==> config.mk <==
export PLATFORM = sky130hd
export DESIGN_NAME = hazard_ctrl
export DESIGN_NICKNAME = d
export VERILOG_FILES = /design/src/rtl/hazard_pkg.sv /design/src/rtl/sat_counter.sv /design/src/rtl/hazard_ctrl.sv
export SDC_FILE = /design/constraint.sdc
export NUM_CORES = 1
export LEC_CHECK = 0
export ABC_CLOCK_PERIOD_IN_PS = 2400
export BUFFER_PORTS_ARGS = -buffer_cell sky130_fd_sc_hd__clkbuf_2
export CORE_ASPECT_RATIO = 0.7
export CORE_MARGIN = 3
export CORE_UTILIZATION = 30
export DETAILED_ROUTE_END_ITERATION = 8
export PLACE_DENSITY = 0.55
export SYNTH_ARGS = -nofsm -noshare
export SYNTH_HDL_FRONTEND = slang
export SYNTH_SLANG_ARGS = --single-unit
==> constraint.sdc <==
create_clock -name clk -period 2.4 [get_ports clk]
set_input_delay 0.48 -clock clk [delete_from_list [all_inputs] [get_ports clk]]
set_output_delay 0.48 -clock clk [all_outputs]
set_load 0.05 [all_outputs]
==> src/rtl/hazard_pkg.sv <==
// Shared types for the hazard controller: FSM states and EX forwarding selects.
// No logic of its own; fwdSel is a pure combinational helper.
// Imported by hazard_ctrl.
package hazard_pkg;

    typedef enum logic [0:0] {
        RUN  = 1'b0,
        WAIT = 1'b1
    } hazState_t;

    localparam logic [1:0] FWD_RF  = 2'b00;
    localparam logic [1:0] FWD_WB  = 2'b01;
    localparam logic [1:0] FWD_MEM = 2'b10;

    // MEM is the younger producer, so it wins over WB. x0 always reads the register file.
    function automatic logic [1:0] fwdSel(
        input logic [4:0] rs,
        input logic [4:0] rdM,
        input logic       regWriteM,
        input logic [4:0] rdW,
        input logic       regWriteW
    );
        logic [1:0] sel;
        sel = FWD_RF;
        if (rs != 5'd0) begin
            if (regWriteM && (rdM == rs)) begin
                sel = FWD_MEM;
            end else if (regWriteW && (rdW == rs)) begin
                sel = FWD_WB;
            end
        end
        return sel;
    endfunction

endpackage

==> src/rtl/sat_counter.sv <==
// Purpose: event counter that sticks at all-ones; clr has priority over inc.
// Latency: count reflects inc/clr one clk edge later.
// Backpressure: none; counts every cycle inc is high.
// Ports: clk, rst (async active-low), inc, clr, count[W-1:0].
module sat_counter #(
    parameter int W = 32
) (
    input  logic         clk,
    input  logic         rst,
    input  logic         inc,
    input  logic         clr,
    output logic [W-1:0] count
);

    always_ff @(posedge clk or negedge rst) begin
        if (!rst) begin
            count <= '0;
        end else if (clr) begin
            count <= '0;
        end else if (inc && !(&count)) begin
            count <= count + 1'b1;
        end
    end

endmodule

==> src/rtl/hazard_ctrl.sv <==
// Purpose: RV32 5-stage hazard unit - stall/flush strobes, EX forwarding, mem-wait watchdog, perf counters.
// Latency: strobes and forward selects are combinational; counters/timer/MemTimeout update on clk.
// Backpressure: a data-memory wait freezes F..M and bubbles WB until MemReadyM returns.
// Ports: ID/EX/MEM/WB register ids and write enables in; Stall*/Flush*/Forward* strobes,
//        StallCount/FlushCount and the sticky MemTimeout flag out.
module hazard_ctrl
    import hazard_pkg::*;
#(
    parameter int TIMEOUT = 255,
    parameter int CNT_W   = 32
) (
    input  logic             clk,
    input  logic             rst,
    input  logic [4:0]       Rs1D,
    input  logic [4:0]       Rs2D,
    input  logic [4:0]       Rs1E,
    input  logic [4:0]       Rs2E,
    input  logic [4:0]       RdE,
    input  logic [4:0]       RdM,
    input  logic [4:0]       RdW,
    input  logic             MemReadE,
    input  logic             RegWriteM,
    input  logic             RegWriteW,
    input  logic             PCSrcE,
    input  logic             MemReqM,
    input  logic             MemReadyM,
    input  logic             CountClear,
    output logic             StallF,
    output logic             StallD,
    output logic             StallE,
    output logic             StallM,
    output logic             FlushD,
    output logic             FlushE,
    output logic             FlushW,
    output logic [1:0]       ForwardAE,
    output logic [1:0]       ForwardBE,
    output logic [CNT_W-1:0] StallCount,
    output logic [CNT_W-1:0] FlushCount,
    output logic             MemTimeout
);

    localparam int             TW   = $clog2(TIMEOUT + 1);
    localparam logic [TW-1:0]  TMAX = TW'(TIMEOUT);

    logic memWait;
    logic loadUse;

    assign memWait = MemReqM & ~MemReadyM;
    assign loadUse = MemReadE & (RdE != 5'd0) & ((RdE == Rs1D) | (RdE == Rs2D));

    // Memory wait outranks everything: the whole pipe is frozen, so a branch or
    // load-use seen in EX this cycle is simply re-evaluated once the pipe moves.
    // A taken branch squashes the ID instruction, making any load-use moot.
    always_comb begin
        StallF    = 1'b0;
        StallD    = 1'b0;
        StallE    = 1'b0;
        StallM    = 1'b0;
        FlushD    = 1'b0;
        FlushE    = 1'b0;
        FlushW    = 1'b0;
        ForwardAE = FWD_RF;
        ForwardBE = FWD_RF;
        if (!rst) begin
            // Hold bubbles in every flushable register while reset is asserted.
            FlushD = 1'b1;
            FlushE = 1'b1;
            FlushW = 1'b1;
        end else begin
            if (memWait) begin
                StallF = 1'b1;
                StallD = 1'b1;
                StallE = 1'b1;
                StallM = 1'b1;
                FlushW = 1'b1;
            end else if (PCSrcE) begin
                FlushD = 1'b1;
                FlushE = 1'b1;
            end else if (loadUse) begin
                StallF = 1'b1;
                StallD = 1'b1;
                FlushE = 1'b1;
            end
            ForwardAE = fwdSel(Rs1E, RdM, RegWriteM, RdW, RegWriteW);
            ForwardBE = fwdSel(Rs2E, RdM, RegWriteM, RdW, RegWriteW);
        end
    end

    hazState_t     state;
    logic [TW-1:0] waitTimer;
    logic [TW-1:0] timerNext;

    assign timerNext = (waitTimer == TMAX) ? TMAX : waitTimer + 1'b1;

    // The timer counts cycles spent in WAIT; the first stalled cycle is spent in
    // RUN, so the flag rises after TIMEOUT WAIT cycles with the request still open.
    always_ff @(posedge clk or negedge rst) begin
        if (!rst) begin
            state      <= RUN;
            waitTimer  <= '0;
            MemTimeout <= 1'b0;
        end else begin
            case (state)
                RUN: begin
                    if (memWait) begin
                        state     <= WAIT;
                        waitTimer <= '0;
                    end
                end
                WAIT: begin
                    if (memWait) begin
                        waitTimer <= timerNext;
                        if (timerNext == TMAX) begin
                            MemTimeout <= 1'b1;
                        end
                    end else begin
                        state <= RUN;
                    end
                end
                default: state <= RUN;
            endcase
        end
    end

    sat_counter #(.W(CNT_W)) uStallCnt (
        .clk   (clk),
        .rst   (rst),
        .inc   (StallF),
        .clr   (CountClear),
        .count (StallCount)
    );

    sat_counter #(.W(CNT_W)) uFlushCnt (
        .clk   (clk),
        .rst   (rst),
        .inc   (FlushE),
        .clr   (CountClear),
        .count (FlushCount)
    );

endmodule

Word level (Yosys, flattened, before mapping)

Index checks and enable logic that the tools add are counted.

Reductions and logical operators: 17
Eq/ne operators: 10
Bitwise logic cells: 6
$add $sub $neg: 3
Muxes and demuxes: 29

Operators with widths:

| operator                                                        | count |
|---|---|
| 32-bit 2-to-1 mux                                               | 4 |
| 32-bit by 1-bit adder with 32-bit output, second input constant | 2 |
| 32-bit AND reduction                                            | 2 |
| 5-bit == test                                                   | 6 |
| 8-bit 2-to-1 mux                                                | 3 |
| 8-bit == test, second input constant                            | 2 |
| 8-bit one-hot mux with 2 select lines                           | 1 |
| 1-bit 2-to-1 mux                                                | 15 |
| 5-bit nonzero test                                              | 3 |
| 2-bit 2-to-1 mux                                                | 6 |
| 8-bit by 1-bit adder with 8-bit output, second input constant   | 1 |
| 1-bit logical AND                                               | 6 |
| 2-bit != test, second input constant                            | 2 |
| 2-bit nonzero test                                              | 2 |
| 1-bit bitwise AND                                               | 3 |
| 3-bit AND reduction                                             | 1 |
| 1-bit logical NOT                                               | 2 |
| 1-bit NOT                                                       | 2 |
| 2-bit AND reduction                                             | 1 |
| 1-bit bitwise OR                                                | 1 |

Word-level logic and storage cells: 70
Bits of input ports: 44
Register bits: 74
Output and inout bits: 76

Depth between registers and ports, before layout

Depth after elaboration: 10
Depth in mapped cells: 9
Mapped depth without buffers: 7

Cells and area by module

From an unflattened synthesis, not the netlist that was laid out.

Cells, all modules: 508
Area, all modules: 4782.1 µm²

Modules (own cells, without submodules):

| module      | seq. area each (µm²) | area each (µm²) | instances | cells an instance |
|---|---|---|---|---|
| sat_counter | 800.8                | 1865.5          | 2         | 190 |
| hazard_ctrl | 250.2                | 1051.0          | 1         | 128 |

Worst setup path after synthesis

No wires, ideal clock.

Path type: in2out
Start point: input port MemReadyM
End point: output port StallF
Setup slack: -574 ps
Cell stages on the path: 7
Data required time: 1920 ps
Path buffers: 2
Data arrival time: 2494 ps
Cell sequence: nand2b_1 > nor2_1 > a31o_2 > nand2_1 > clkbuf_1 > inv_1 > buf_4

Word-level cells in the longest chain between the ends: 4

Ends and longest elaborated chain:

| element                        | RTL line          | source |
|---|---|---|
| start: declaration             | hazard_ctrl.sv:26 | `input logic MemReadyM,` |
| 1-bit NOT                      | hazard_ctrl.sv:48 | `assign memWait = MemReqM & ~MemReadyM;` |
| 1-bit bitwise AND              | hazard_ctrl.sv:48 |  |
| 1-bit 2-to-1 mux (2 in series) | n/a               |  |
| end: declaration               | hazard_ctrl.sv:28 | `output logic StallF,` |

Every way passes these cells.

Final worst setup path

Start point: register uFlushCnt.count[1]
End point: register uFlushCnt.count[30]

Word-level cells in the longest chain between the ends: 4
Elaborated cells on any way between the ends: 7
Those cells by class: 1 x add/sub; 2 x mux; 4 x reduce/logical

Ends and longest elaborated chain:

| element                                                                                          | RTL line          | source |
|---|---|---|
| start: declaration                                                                               | sat_counter.sv:12 | `output logic [W-1:0] count` |
| start signal: assignment                                                                         | sat_counter.sv:21 | `count <= count + 1'b1;` |
| parallel branches: the longest is 4 deep, another holds 32-bit by 1-bit adder with 32-bit output | n/a               |  |

Several ways; the timed one is not identified. The select of a mux whose other input is x is not followed.
A chain may end at the register's enable or synchronous reset.

==> metrics.cfg <==
[run_status]
status=finished clean

[yosys]
syn_area_um2=4570
synth-seq-cells=74
ys_warn_count=0
syn_inst=532
synth_top_family_by_area=simple AND/OR/NAND/NOR gates
ys_seq_area_frac=0.405
syn-num-nets=579
synth_compound_area_frac=0.138
synthArstFlopShare=1.00
synth_fa_ha_area_frac=0.00822
yosys.area_share.simple=0.302
yosysUniqueCellTypes=52
synth-edff-count=0
synth_mux_area_frac=0.0216
synthXorXnorAreaFrac=0.0844
ys.flop_type=dfrtp_1
syn-mean-instance-area_um2=8.59

[route]
via_per_inst=5.18
drc=0
dr_total_vias=4582
wirelength_um=13500
dr.pass1.iters=4
drtIter0Drc=306
wl_per_cell_um=15.2
ant_nets=0

[setup_path]
cp-start-kind=flop
crit_path_end_kind=flop
crit_type=reg -> reg
required_ns=2.66
critPathArrivalTime_ns=2.54
crit_fanout=6

[clock_tree]
clock-sinks=74
htree_levels=3
clockBufferDepth=2
cts_buffers=9
clock-root-buffer=clkbuf_16
insertion_delay_ns=0.33
cts_tree=done
cts_setup_buffers=0
path_clk_slew_ns=0.06

[final_layout]
fin_util=0.416
instances_no_fill=884
diodes=0
area_delta_synth_final_pct=34.9
drive_gt1_frac=0.354
fin_nets=731

[die]
die_h_um=109
core-area_um2=14800
dieWidth_um=153
io_pins=120
num_rows=37
start_util=0.308
fp.dieArea_um2=16800

[power_and_ir_drop]
pwr_density_cell_nw_per_um2=494
p_total_w=0.00305
leakage_nw=2.65
worst_ir_drop_vdd_mv=0.289

[timing]
worst_slack_ns=0.127
fin_crit_ns=2.27
fmax_mhz=440
hold_viol=0
maxSlewHeadroom=0.639
final-setup-viol-count=0
period_share=0.947
clock_skew_ns=0.00388
slew_viol_final=0
worst_pin_slew_ns=0.541
tns_ns=0

[global_route]
grt_pass1_wl_um=22000
grtUsageTotal=0.161
grt_pass1_vias=4348
grt_overflow=0
antenna_found_initial=0
grt_max_degree=35

[run]
drv_cap=0

[placed_design]
place_hpwl_um=10400
dp.cells=868
gp_congestion=0.874
io_buffers=119
pre_cts_ws_ns=-0.181

[worst_hold_path]
hp-class=in -> async

## cells by family after synthesis
family | after synthesis
flops | 74
fa+ha+maj | 3
buf+inv | 44
mux | 9
xor+xnor | 44
simple gates | 252
compound gates | 106
## through the flow
stage               area [um^2]  hold WS [ns]
CTS                        6110         0.136
global placement           5800         0.467
finish                     6160         0.146
global route               6160         0.139
detailed placement         5800         0.470
floorplan                  4640         0.184
## synth_stat cells, drive strengths merged, types with 3 or more instances
master	n	share of area
a21oi	47	0.051
a221oi	3	0.0071
and3	13	0.019
and4	4	0.0077
buf	4	0.0068
clkbuf	25	0.021
dfrtp	74	0.41
ha	3	0.0082
inv	15	0.012
mux2	7	0.017
nand2	44	0.036
nand2b	5	0.0068
nand3	33	0.037
nand4	12	0.016
nor2	46	0.038
nor2b	10	0.014
nor3	15	0.018
nor3b	3	0.0049
nor4	14	0.022
o21ai	28	0.031
o31ai	17	0.028
or3	23	0.031
or4	19	0.031
xnor2	22	0.042
xor2	22	0.042
## sequential cells by signal (all words and copies together) (netlist names)
register and flops:
uFlushCnt.count 32, uStallCnt.count 32, waitTimer 8, MemTimeout 1, state 1
## per-layer routing
metal / routed length [um] / global-route usage
met1: 6730 / 0.229
met2: 5840 / 0.249
met3: 756 / 0.0413
met4: 144 / 0.0334
met5: 0 / 0
## where the power goes
part	internal, W	leakage (nW)	switching (W)	total, W
combinational	0.000144	1.51	0.000235	0.000379
clock	0.000857	0.151	0.000537	0.00139
sequential	0.00126	0.989	0.0000136	0.00127
## cell type report
type,instances,area (um^2)
flip-flops and latches,74,1880
well taps,195,244
fillers,1490,8650
multi-input cells,414,2630
repair buffers,170,1040
clock buffers,11,253
inverters,15,56.3
clock inverters,5,52.6
## worst max-delay path: stages (launching register included)
cell	delay [ns]
dfrtp_2	0.40
ha_2	0.23
nand3_4	0.11
nor3_4	0.24
nand3_2	0.10
or4b_4	0.56
or4_1	0.43
a21oi_2	0.14
## cell usage in the layout (no fill, tap or decap), types with 12 or more instances in the layout
master,netlist,layout
nand3_1,32,30
nand2_1,44,43
o31ai_1,17,17
dfrtp_1,74,49
nand4_1,12,12
nor2_1,46,44
or3_1,23,22
xnor2_1,22,22
dfrtp_2,0,25
and3_1,12,12
clkbuf_2,0,113
o21ai_0,28,28
xor2_1,22,22
inv_1,15,15
buf_4,2,53
or4_1,19,19
a21oi_1,47,46
## final timing paths
| check | start | endpoint | slack [ns] | cells past startpoint |
|---|---|---|---|---|
| hold / removal | rst | uFlushCnt.count[8] | 0.15 | 2 |
| max in group asynchronous | rst | uStallCnt.count[8] | 1.76 | 2 |
| setup reg to reg | uFlushCnt.count[1] | uFlushCnt.count[30] | 0.13 | 7 |
| min in group clk | MemTimeout | MemTimeout | 0.50 | 1 |
| hold reg to reg | MemTimeout | MemTimeout | 0.50 | 1 |
| setup / recovery | uFlushCnt.count[1] | uFlushCnt.count[30] | 0.13 | 7 |
## what timing repair did
action / 4_1_cts / 5_1_grt
gates resized for setup: 1 / 19
endpoints found under the setup margin: 2 / 9
hold buffers: 0 / 0
hold endpoints to repair: 0 / 0
pin swaps: 0 / 1
No activity file was read; power rests on OpenSTA's default activity.
